--- config.mk ---
export PLATFORM = sky130hd
export DESIGN_NAME = divu_seq_divider
export DESIGN_NICKNAME = d
export VERILOG_FILES = /design/src/rtl/divu_seq_divider.sv
export SDC_FILE = /design/constraint.sdc
export NUM_CORES = 1
export LEC_CHECK = 0
export CORE_MARGIN = 10
export CORE_UTILIZATION = 40
export CTS_CLUSTER_SIZE = 25
export DETAILED_ROUTE_END_ITERATION = 16
export SYNTH_ARGS = -nofsm -noshare
export SYNTH_HDL_FRONTEND = slang
export SYNTH_SLANG_ARGS = --single-unit
--- constraint.sdc ---
create_clock -name clk -period 9.9 [get_ports clk]
set_input_delay 2.97 -clock clk [delete_from_list [all_inputs] [get_ports clk]]
set_output_delay 2.97 -clock clk [all_outputs]
set_load 0.02 [all_outputs]
--- src/rtl/divu_seq_divider.sv ---
// Sequential unsigned restoring divider: one quotient bit per DIVU clock,
// result committed to HI/LO only when the control stage signals HiLo-open.
module divu_seq_divider #(
   parameter int          WIDTH     = 32,
   parameter logic [5:0]  DIVU_CODE = 6'b011011,
   parameter logic [5:0]  HILO_OPEN = 6'b111111
) (
   input  logic             clk,
   input  logic             reset,
   input  logic [5:0]       Signal,
   input  logic [WIDTH-1:0] dataA,
   input  logic [WIDTH-1:0] dataB,
   output logic [WIDTH-1:0] hi,
   output logic [WIDTH-1:0] lo,
   output logic             busy,
   output logic             done,
   output logic             div_zero
);

   localparam int CW = $clog2(WIDTH + 1);

   typedef enum logic [1:0] {
      IDLE = 2'd0,
      RUN  = 2'd1,
      DONE = 2'd2
   } state_t;

   state_t           state_r;
   logic [WIDTH-1:0] rem_r;
   logic [WIDTH-1:0] quo_r;
   logic [WIDTH-1:0] dvs_r;
   logic [CW-1:0]    cnt_r;
   logic             zflag_r;

   logic [WIDTH:0]   t_s;
   logic             ge_s;
   logic [WIDTH-1:0] rem_nxt_s;
   logic [WIDTH-1:0] quo_nxt_s;

   // One restoring step; the compare keeps the shifted-out MSB of rem,
   // and when it succeeds the difference is below dvs so WIDTH bits hold it.
   always_comb begin
      t_s       = {rem_r, quo_r[WIDTH-1]};
      ge_s      = (t_s >= {1'b0, dvs_r});
      quo_nxt_s = {quo_r[WIDTH-2:0], ge_s};
      if (ge_s) begin
         rem_nxt_s = t_s[WIDTH-1:0] - dvs_r;
      end else begin
         rem_nxt_s = t_s[WIDTH-1:0];
      end
   end

   // Control FSM, datapath registers and registered outputs.
   always_ff @(posedge clk or posedge reset) begin
      if (reset) begin
         state_r  <= IDLE;
         rem_r    <= {WIDTH{1'b0}};
         quo_r    <= {WIDTH{1'b0}};
         dvs_r    <= {WIDTH{1'b0}};
         cnt_r    <= {CW{1'b0}};
         zflag_r  <= 1'b0;
         hi       <= {WIDTH{1'b0}};
         lo       <= {WIDTH{1'b0}};
         busy     <= 1'b0;
         done     <= 1'b0;
         div_zero <= 1'b0;
      end else begin
         case (state_r)
            IDLE: begin
               if (Signal == DIVU_CODE) begin
                  rem_r   <= {WIDTH{1'b0}};
                  quo_r   <= dataA;
                  dvs_r   <= dataB;
                  cnt_r   <= {CW{1'b0}};
                  zflag_r <= (dataB == {WIDTH{1'b0}});
                  state_r <= RUN;
                  busy    <= 1'b1;
                  done    <= 1'b0;
               end else begin
                  state_r <= IDLE;
                  busy    <= 1'b0;
                  done    <= 1'b0;
               end
            end
            RUN: begin
               if (Signal == DIVU_CODE) begin
                  rem_r <= rem_nxt_s;
                  quo_r <= quo_nxt_s;
                  cnt_r <= cnt_r + CW'(1);
                  if (cnt_r == CW'(WIDTH - 1)) begin
                     state_r <= DONE;
                     busy    <= 1'b0;
                     done    <= 1'b1;
                  end else begin
                     state_r <= RUN;
                  end
               end else begin
                  // Any interruption abandons the divide; HI/LO stay intact.
                  state_r <= IDLE;
                  busy    <= 1'b0;
                  done    <= 1'b0;
               end
            end
            DONE: begin
               if (Signal == HILO_OPEN) begin
                  hi       <= rem_r;
                  lo       <= quo_r;
                  div_zero <= zflag_r;
                  state_r  <= IDLE;
                  done     <= 1'b0;
               end else if (Signal == DIVU_CODE) begin
                  state_r <= DONE;
               end else begin
                  state_r <= IDLE;
                  done    <= 1'b0;
               end
            end
            default: begin
               state_r <= IDLE;
               busy    <= 1'b0;
               done    <= 1'b0;
            end
         endcase
      end
   end

endmodule

Yosys cells after proc, flatten, opt, wreduce, memory -nomap -nowiden --
Cells that the tools add are included. Widths: inputs -> output; s select.
Cells by class: $add $sub $neg 2, $lt $le $gt $ge 1, eq/ne operators 9, muxes and demuxes 25, bitwise operators 1, reduce and logical (&&, ||, !) cells 8
Operators with widths (count):
- $mux 32 | 5
- $pmux 32 s2 | 2
- $ge 33x32->1 | 1
- $logic_not 32->1 | 1
- $sub 32x32->32 | 1
- $eq 6x5->1 const B | 2
- $mux 6 | 2
- $pmux 6 s2 | 1
- $mux 1 | 8
- $mux 2 | 4
- $reduce_and 2->1 | 4
- $add 6x1->6 const B | 1
- $eq 6x6->1 const B | 1
- $ne 3x3->1 const B | 2
- $pmux 2 s3 | 1
- $ne 2x2->1 const B | 2
- $pmux 1 s3 | 1
- $reduce_and 3->1 | 1
- $eq 2x1->1 const B | 1
- $eq 2x2->1 const B | 1
- $logic_not 2->1 | 1
- $pmux 1 s2 | 1
- $reduce_bool 2->1 | 1
- $not 1->1 | 1
Storage, ports and cells: register bits 172, bits of input ports 72, output and inout port bits 67, logic and storage cells 57

Longest topological paths before layout --
Gate-level depths: netlist of the first run.
depth in word-level cells 4, mapped depth 14, gate-level depth less buffers 11

Least setup slack after synthesis of the first run --
OpenSTA, ideal clock, no wires.
path type input to register, start in Signal[3], end reg dvs_r[31], library setup time 134 ps, arrival 4575 ps, required time 9766 ps, setup slack 5192 ps, stages 7, buffers on the path 2, cell sequence nand4_1 -> or3_1 -> or2_2 -> clkbuf_1 -> nor2_1 -> clkbuf_1 -> o21ai_0
On the way: word-level cells in the longest chain between the ends 2
RTL lines:
- start, declared | RTL line 10 | input logic [5:0] Signal,
- $eq 6x5->1 | RTL line 70 | if (Signal == DIVU_CODE) begin
- $reduce_and 2->1 (no source line)
- end signal, assigned | RTL line 59 | dvs_r <= {WIDTH{1'b0}};
- end signal, assigned | RTL line 73 | dvs_r <= dataB;
- end, declared | RTL line 31 | logic [WIDTH-1:0] dvs_r;
No other way between the ends. A chain may end at the register's enable or synchronous reset.

Worst setup path in the final report of the first run --
start in Signal[3], end reg dvs_r[0]
The elaborated chain is that of the path after synthesis.

==> results of run 1 <==
-- cells by family after synthesis --
| family | Yosys count | synth area share, % |
|---|---|---|
| adders and majority gates | 34 | 4.85 |
| AOI/OAI and AO/OA | 223 | 14.9 |
| DFF | 172 | 48.2 |
| and+or+nand+nor | 219 | 11.5 |
| muxes | 115 | 13.8 |
| xor gates and xnor gates | 24 | 2.35 |
| buffers and inverters | 94 | 4.41 |
-- placed cells by master, fill, tap and decap left out, types with 17 or more instances in the layout --
| master | count |
|---|---|
| ha_1 | 33 |
| a21oi_1 | 33 |
| dfrtp_1 | 172 |
| a21o_1 | 17 |
| nor2_1 | 29 |
| clkbuf_16 | 17 |
| o21ai_1 | 23 |
| mux2_2 | 66 |
| clkdlybuf4s50_1 | 138 |
| inv_1 | 43 |
| nand2_1 | 109 |
| mux2i_1 | 49 |
| o21ai_0 | 91 |
-- power by group through the flow --
stage,sequential [mW],clock [mW],combinational (mW)
finish,0.786,0.673,0.276
global placement,0.798,0,0.272
CTS,0.786,0.687,0.278
detailed placement,0.800,0,0.275
floorplan,0.791,0,0.193
global route,0.794,0.718,0.312
-- path summary, 6_finish.rpt --
| check | cells past startpoint | endpoint | from | slack, ns |
|---|---|---|---|---|
| setup / recovery | 7 | dvs_r[0] | Signal[3] | 4.16 |
| min in group asynchronous | 2 | lo[9] | reset | 3.10 |
| hold / removal | 2 | quo_r[0] | quo_r[0] | 0.50 |
| max in group asynchronous | 3 | dvs_r[22] | reset | 5.30 |
| hold reg to reg | 2 | quo_r[0] | quo_r[0] | 0.50 |
| setup reg to reg | 7 | rem_r[1] | rem_r[29] | 6.56 |
-- flip-flops by register name, summed over array words and instances, names as in the netlist --
name and flops:
quo_r 32, hi 32, rem_r 32, dvs_r 32, state_r 2, zflag_r 1, lo 32, busy 1
cnt_r 6, done 1, div_zero 1
-- per-layer routing --
metal	vias to the layer above	routed length (microns)
met3	14	1200
met5	-	0
li1	3349	-
met1	3288	11000
met2	150	10600
met4	0	235
-- synthesized netlist by cell type (2+ instances only) --
master and number:
nor2_1 31, or2_2 4, mux2_2 66, a22o_1 5, a32oi_1 8, o21ai_0 91
or3_1 3, nor3_1 8, nand3_1 11, nor3b_1 2, o31ai_1 8, and3_1 4
or2_1 2, nor2b_1 3, o211a_1 2, inv_1 44, nor4_1 10, o211ai_1 5
xor2_1 8, nand2_1 109, dfrtp_1 172, a31oi_1 6, a21boi_0 4, ha_1 33
a21o_1 17, and4_1 3, nand4_1 13, buf_2 3, a211oi_1 5, a21oi_1 33
xnor2_1 16, o21ai_1 23, a211o_1 2, mux2i_1 49, nand2b_1 7, o21a_1 2
clkbuf_1 40, o21bai_1 5, buf_4 4, and2_1 2, buf_6 3
-- critical path, delay by kind of cell --
kind	cells	cell delay, ns
buffers and inverters	2	0.87
muxes	1	0.37
and+or+nand+nor	4	1.76
-- cell type report --
class	instances	share of cell area (%)
clock inverter	15	1.56
clock buffer	17	3.83
inverter	44	1.53
tap	280	3.16
multi-input combinational	615	38.3
sequential	172	38.8
timing repair buffer	144	12.8
==> Flow_metrics.wiki, run 1 <==
{| class="wikitable"
! Metric !! Value
|-
| Number of standard cells in the layout, taps in and fillers out || around 1300
|-
| Primary FF master, synth || dfrtp_1
|-
| Number of buffers inserted for hold repair after clock tree synthesis || 0
|-
| Detailed-placement wirelength estimate || roughly 16 mm
|-
| Share of flip-flops with an asynchronous set or reset after synthesis || 100%
|-
| Initial Util || 40.8%
|-
| Die outline height || 169 microns
|-
| Clock Power Share || 38.8%
|-
| Number of global-route vias before repair || just under 7000
|-
| CTS clock-pin slew for the worst setup and hold paths || 0.07 ns
|-
| Clock latency of the later-clocked register in the worst-skew pair || approximately 0.44 ns
|-
| Final core utilization || 50.7%
|-
| Number of warnings printed during yosys synthesis || 0
|-
| Worst-path maximum fanout || 105
|-
| Relative contribution of sequential cells to total power || approximately 45%
|-
| IR Drop Worst-Case VDD || 0.114 mV
|-
| First-pass iteration count of the detailed router || 4
|-
| Initial antenna violation count || 0
|-
| Min-delay worst type || register to register
|-
| Fmax || 174 MHz
|-
| Total Die Area || 0.0287 sq mm
|-
| Area of the core || between 0.02 and 0.025 sq mm
|-
| Final setup viols || 0
|-
| Final hold vios || 0
|-
| Sequential element share of the synthesized area || 48.2%
|-
| Net total in the final layout || 1100
|-
| Global route hottest layer || met2
|-
| Input/output buffers || 138
|-
| Run status || complete, no violations
|-
| Leakage || 5.23 nW
|-
| Detailed-route wire length per cell || 18.0 microns
|-
| Dpl cells || 1255
|-
| Post-CTS Setup Repair Bufs || 0
|-
| Max Slew Vio Count || 0
|-
| Post-layout total power || 1.73 mW
|-
| Area delta synth->final || 24.3%
|-
| Share of final-layout standard cells stronger than drive strength 1 || 11.5%
|-
| Post-layout min period || ~5.7 ns
|-
| CP required || between 10 and 15 ns
|-
| Cell with the largest stage delay on the worst path || nor2_4
|-
| Normalized max-slew margin || around a quarter
|-
| Sink count of the clock tree || ~170
|-
| Storage cell area || roughly 0.0043 sq mm
|-
| EDFF count, synth || 0
|-
| Post-layout instance area || 0.0111 sq mm
|-
| Setup TNS || 0 ns
|-
| M1 GR Usage || 21.5%
|-
| Syn_nets || around 1000
|-
| Switching portion of total power || 30.1%
|-
| Io pins || 139
|-
| Final Routed Wirelength || 23.1 mm
|-
| Wire length of the first global-routing pass || 37.2 mm
|-
| Delay of the slowest cell on the worst path || between 0.5 and 0.6 ns
|-
| Post-synthesis cell type with the largest combined area || dfrtp_1
|-
| Routability cong. || 0.842
|-
| Worst Path Class, Setup || primary input to register
|-
| Clock buffer count from CTS || 17
|-
| Yosys top cell area share || 48.2%
|-
| Total via count after detailed routing || between 6000 and 7000
|-
| Power density over the cells || 156 mW/mm^2
|-
| Hold Worst Slack || approximately 0.50 ns
|-
| Total global routing track utilization || 15.9%
|-
| Data arrival at the endpoint of the critical path || roughly 6.1 ns
|-
| Net switching power of the design || 0.522 mW
|-
| Grt total ovfl || 0
|-
| Part of the cycle the worst path needs || 58.0%
|-
| H-tree levels || 4
|-
| Maximum number of pins on one net before global-route repair || 110
|-
| Synth cell types || 56
|-
| Root cell of the clock tree || clkbuf_16
|-
| Slew of the pin with the lowest slew margin || 1.13 ns
|-
| Detail-routed via count per cell || roughly 5.3
|-
| Critical Path Source Type || primary input
|-
| Die span in x || 169 microns
|-
| Number of instances in the synthesized netlist || around 880
|-
| Met3 demand-to-capacity share in global routing || under 10%
|-
| Avg Inst Size Synth || 10.1 sq um
|-
| Number of remaining DRC errors || 0
|-
| Synth area leaders || dfrtp_1 (48%), mux2_2 (8.3%), mux2i_1 (5.5%), o21ai_0 (5.1%), ha_1 (4.6%)
|-
| Std cell rows || 54
|-
| Clk_skew || 0.0213 ns
|-
| Number of gates resized after CTS || 0
|-
| Count of state elements after synthesis || 172
|-
| Type of element capturing the critical path || register
|-
| DRC violation total after the first TritonRoute iteration || 430
|-
| Pre-CTS WS || 3.73 ns
|-
| Total area of multi-input combinational cells || 0.00425 sq mm
|-
| Placed Area || 0.0105 sq mm
|-
| Maximum buffer depth of the clock tree || 2
|-
| Synth Cell Area || 0.00893 sq mm
|-
| Global-route met2 utilization || about 25%
|-
| RSZ-0062 raised after global routing || no
|-
| Combinational power share || 15.9%
|-
| Clock tree from TritonCTS || yes
|-
| Post-route setup slack || 4.16 ns
|-
| Number of nets with antenna violations after routing || 0
|-
| Critical Path, Cell by Cell || clkdlybuf4s50_1, nand4_1, or3_1, or2_4, nor2_4, buf_4, mux2_2
|-
| # diodes || 0
|-
| Max capacitance violation total || 0
|-
| Pint || roughly 1.2 mW
|-
| Fillers || 2004
|}
Note: power is estimated with default switching activity, not from simulation.
==> inputs of run 2 (changes only) <==
clock period = 6 ns   (was 9.9 ns; I/O delays follow)
==> Flow_metrics.wiki, run 2 (synthesized netlist as in run 1, its figures left out) <==
{| class="wikitable"
! Metric !! Value
|-
| First-pass iteration count of the detailed router || 6 (was 4)
|-
| Maximum number of pins on one net before global-route repair || 173 (was 110)
|-
| Relative contribution of sequential cells to total power || 45.5% (was 45.3%)
|-
| IR Drop Worst-Case VDD || 0.171 mV (was 0.114 mV)
|-
| Clock buffer count from CTS || 17 (unchanged)
|-
| Register-to-register path setup slack || 2.44 ns (was 6.56 ns)
|-
| Top Family by Delay on Critical Path || simple AND/OR/NAND/NOR gates (unchanged)
|-
| Total via count after detailed routing || 6823 (was 6801)
|-
| Routability cong. || 0.835 (was 0.842)
|-
| Io pins || 139 (unchanged)
|-
| Wire length of the first global-routing pass || 37.3 mm (was 37.2 mm)
|-
| Maximum buffer depth of the clock tree || 2 (unchanged)
|-
| Number of nets with antenna violations after routing || 0 (unchanged)
|-
| Number of gates resized after CTS || 0 (unchanged)
|-
| Input/output buffers || 138 (unchanged)
|-
| Post-CTS Setup Repair Bufs || 0 (unchanged)
|-
| Origin of the worst setup path || Signal[3] (unchanged)
|-
| Worst-path maximum fanout || 34 (was 105)
|-
| Dpl cells || 1257 (was 1255)
|-
| Area of the core || 0.0219 sq mm (unchanged)
|-
| Final setup viols || 0 (unchanged)
|-
| Post-route setup slack || 1.90 ns (was 4.16 ns)
|-
| Detailed-route wire length per cell || 17.6 microns (was 18.0 microns)
|-
| Post-layout min period || 4.10 ns
|-
| Max Slew Vio Count || 0 (unchanged)
|-
| Root cell of the clock tree || clkbuf_16 (unchanged)
|-
| Pint || 2.00 mW (was 1.21 mW)
|-
| Most frequent standard cell in the layout excluding fill and tap cells || dfrtp_1 (unchanged)
|-
| Std cell rows || 54 (unchanged)
|-
| Final core utilization || 50.9% (was 50.7%)
|-
| Number of remaining DRC errors || 0 (unchanged)
|-
| Clock tree from TritonCTS || yes (unchanged)
|-
| Clk_skew || 0.0159 ns (was 0.0213 ns)
|-
| Power density over the cells || 256 mW/mm^2 (was 156 mW/mm^2)
|-
| Die outline height || 169 microns (unchanged)
|-
| Total global routing track utilization || 15.9% (about the same)
|-
| Share of final-layout standard cells stronger than drive strength 1 || 11.7% (was 11.5%)
|-
| Number of global-route vias before repair || 6913 (was 6921)
|-
| Part of the cycle the worst path needs || 68.3%
|-
| Number of standard cells in the layout, taps in and fillers out || 1289 (was 1287)
|-
| Detailed-placement wirelength estimate || 16.1 mm (was 16.2 mm)
|-
| Leakage || 5.23 nW (about the same)
|-
| Slew of the pin with the lowest slew margin || 0.933 ns (was 1.13 ns)
|-
| Endpoint of the most critical register-to-register path || rem_r[10] (was rem_r[1])
|-
| Data arrival at the endpoint of the critical path || 4.40 ns (was 6.06 ns)
|-
| Total Die Area || 0.0287 sq mm (unchanged)
|-
| Post-layout total power || 2.85 mW (was 1.73 mW)
|-
| Setup crit end || dvs_r[30] (was dvs_r[0])
|-
| Initial Util || 40.8% (unchanged)
|-
| Cell with the largest stage delay on the worst path || nor2_4 (unchanged)
|-
| Critical path depth || 7 (unchanged)
|-
| CTS clock-pin slew for the worst setup and hold paths || 0.07 ns (about the same)
|-
| Net total in the final layout || 1102 (was 1100)
|-
| Setup TNS || 0 ns (unchanged)
|-
| Net switching power of the design || 0.848 mW (was 0.522 mW)
|-
| Reg-to-reg startpoint || rem_r[12] (was rem_r[29])
|-
| Min-delay worst type || register to register (unchanged)
|-
| Initial antenna violation count || 0 (unchanged)
|-
| Max capacitance violation total || 0 (unchanged)
|-
| Cell count of the worst hold path || 1 (was 2)
|-
| Fmax || 244 MHz
|-
| Sink count of the clock tree || 172 (unchanged)
|-
| Combinational power share || 15.9% (about the same)
|-
| Final hold vios || 0 (unchanged)
|-
| Switching portion of total power || 29.8% (was 30.1%)
|-
| Detail-routed via count per cell || 5.29 (was 5.28)
|-
| Die span in x || 169 microns (unchanged)
|-
| Most used cells in the layout excluding fill and tap cells || dfrtp_1 (172), clkdlybuf4s50_1 (138), nand2_1 (109), o21ai_0 (91), mux2_2 (66) (unchanged)
|-
| Clock Power Share || 38.6% (was 38.8%)
|-
| Final Routed Wirelength || 22.7 mm (was 23.1 mm)
|-
| Type of element capturing the critical path || register (unchanged)
|-
| Pre-CTS WS || 1.47 ns (was 3.73 ns)
|-
| Worst Path Class, Setup || primary input to register (unchanged)
|-
| CP required || 6.30 ns (was 10.22 ns)
|-
| Critical Path, Cell by Cell || clkdlybuf4s50_1, nand4_1, or3_1, or2_4, nor2_4, buf_4, o21ai_0 (was clkdlybuf4s50_1, nand4_1, or3_1, or2_4, nor2_4, buf_4, mux2_2)
|-
| Area delta synth->final || 24.7% (was 24.3%)
|-
| Grt total ovfl || 0 (unchanged)
|-
| Run status || complete, no violations (unchanged)
|-
| Normalized max-slew margin || 37.8% (was 24.8%)
|-
| Number of cells on the worst reg-to-reg path || 10 (was 7)
|-
| # diodes || 0 (unchanged)
|-
| Critical Path Source Type || primary input (unchanged)
|-
| Clock latency of the later-clocked register in the worst-skew pair || 0.44 ns (about the same)
|-
| DRC violation total after the first TritonRoute iteration || 445 (was 430)
|-
| Delay of the slowest cell on the worst path || 0.50 ns (was 0.59 ns)
|-
| RSZ-0062 raised after global routing || no (unchanged)
|-
| Number of buffers inserted for hold repair after clock tree synthesis || 0 (unchanged)
|-
| H-tree levels || 4 (unchanged)
|-
| Number of buffer and inverter instances along the worst setup path || 2 (unchanged)
|}
[run 2: area by class of cell]
| cell class | instances | area [sq um] |
|---|---|---|
| Timing Repair Buffer | 146 | 1450 |
| Multi-Input combinational cell | 615 | 4250 |
| Sequential cell | 172 | 4300 |
| Fill cell | 2027 | 10800 |
| Tap cell | 280 | 350 |
| Clock inverter | 15 | 180 |
| Clock buffer | 17 | 425 |
| Inverter | 44 | 169 |
[run 2: how the worst min path moves through the flow]
stage,endpoint,slack (ns),from
after floorplan,quo_r[0],0.47,quo_r[0]
after global placement,quo_r[18],0.49,quo_r[18]
after detailed placement,quo_r[21],0.50,quo_r[21]
after CTS,hi[31],0.51,hi[31]
after global routing,hi[31],0.52,hi[31]
final,lo[9],0.51,lo[9]
[run 2: metal layers]
metal / track usage, % / wire length (microns)
met1: 21.6 / 10900
met2: 24.8 / 10500
met3: 4.26 / 1110
met4: 3.75 / 225
met5: 0 / 0
[run 2: power groups by stage]
stage | combinational [mW] | clock [mW] | sequential (mW)
6_report | 0.453 | 1.10 | 1.30
4_1_cts | 0.457 | 1.13 | 1.30
2_1_floorplan | 0.319 | 0 | 1.31
3_3_place_gp | 0.449 | 0 | 1.32
3_5_place_dp | 0.453 | 0 | 1.32
5_1_grt | 0.516 | 1.18 | 1.31
[run 2: worst register-to-register path, cell delays in order (launching register included)]
cell and delay, ns:
dfrtp_1 0.43, ha_1 0.46, nand4_1 0.18, nor3_1 0.40, nand4_1 0.15, and3_1 0.21, and3_4 0.20, nor2_2 0.72
buf_4 0.35, mux2i_1 0.25, o21ai_1 0.08
[run 2: stage by stage]
stage          hold WS, ns  instance area (sq um)
6_report             0.508                  11100
5_1_grt              0.516                  11100
4_1_cts              0.511                  11100
3_5_place_dp         0.496                  10500
3_3_place_gp         0.488                  10500
2_1_floorplan        0.465                   8930
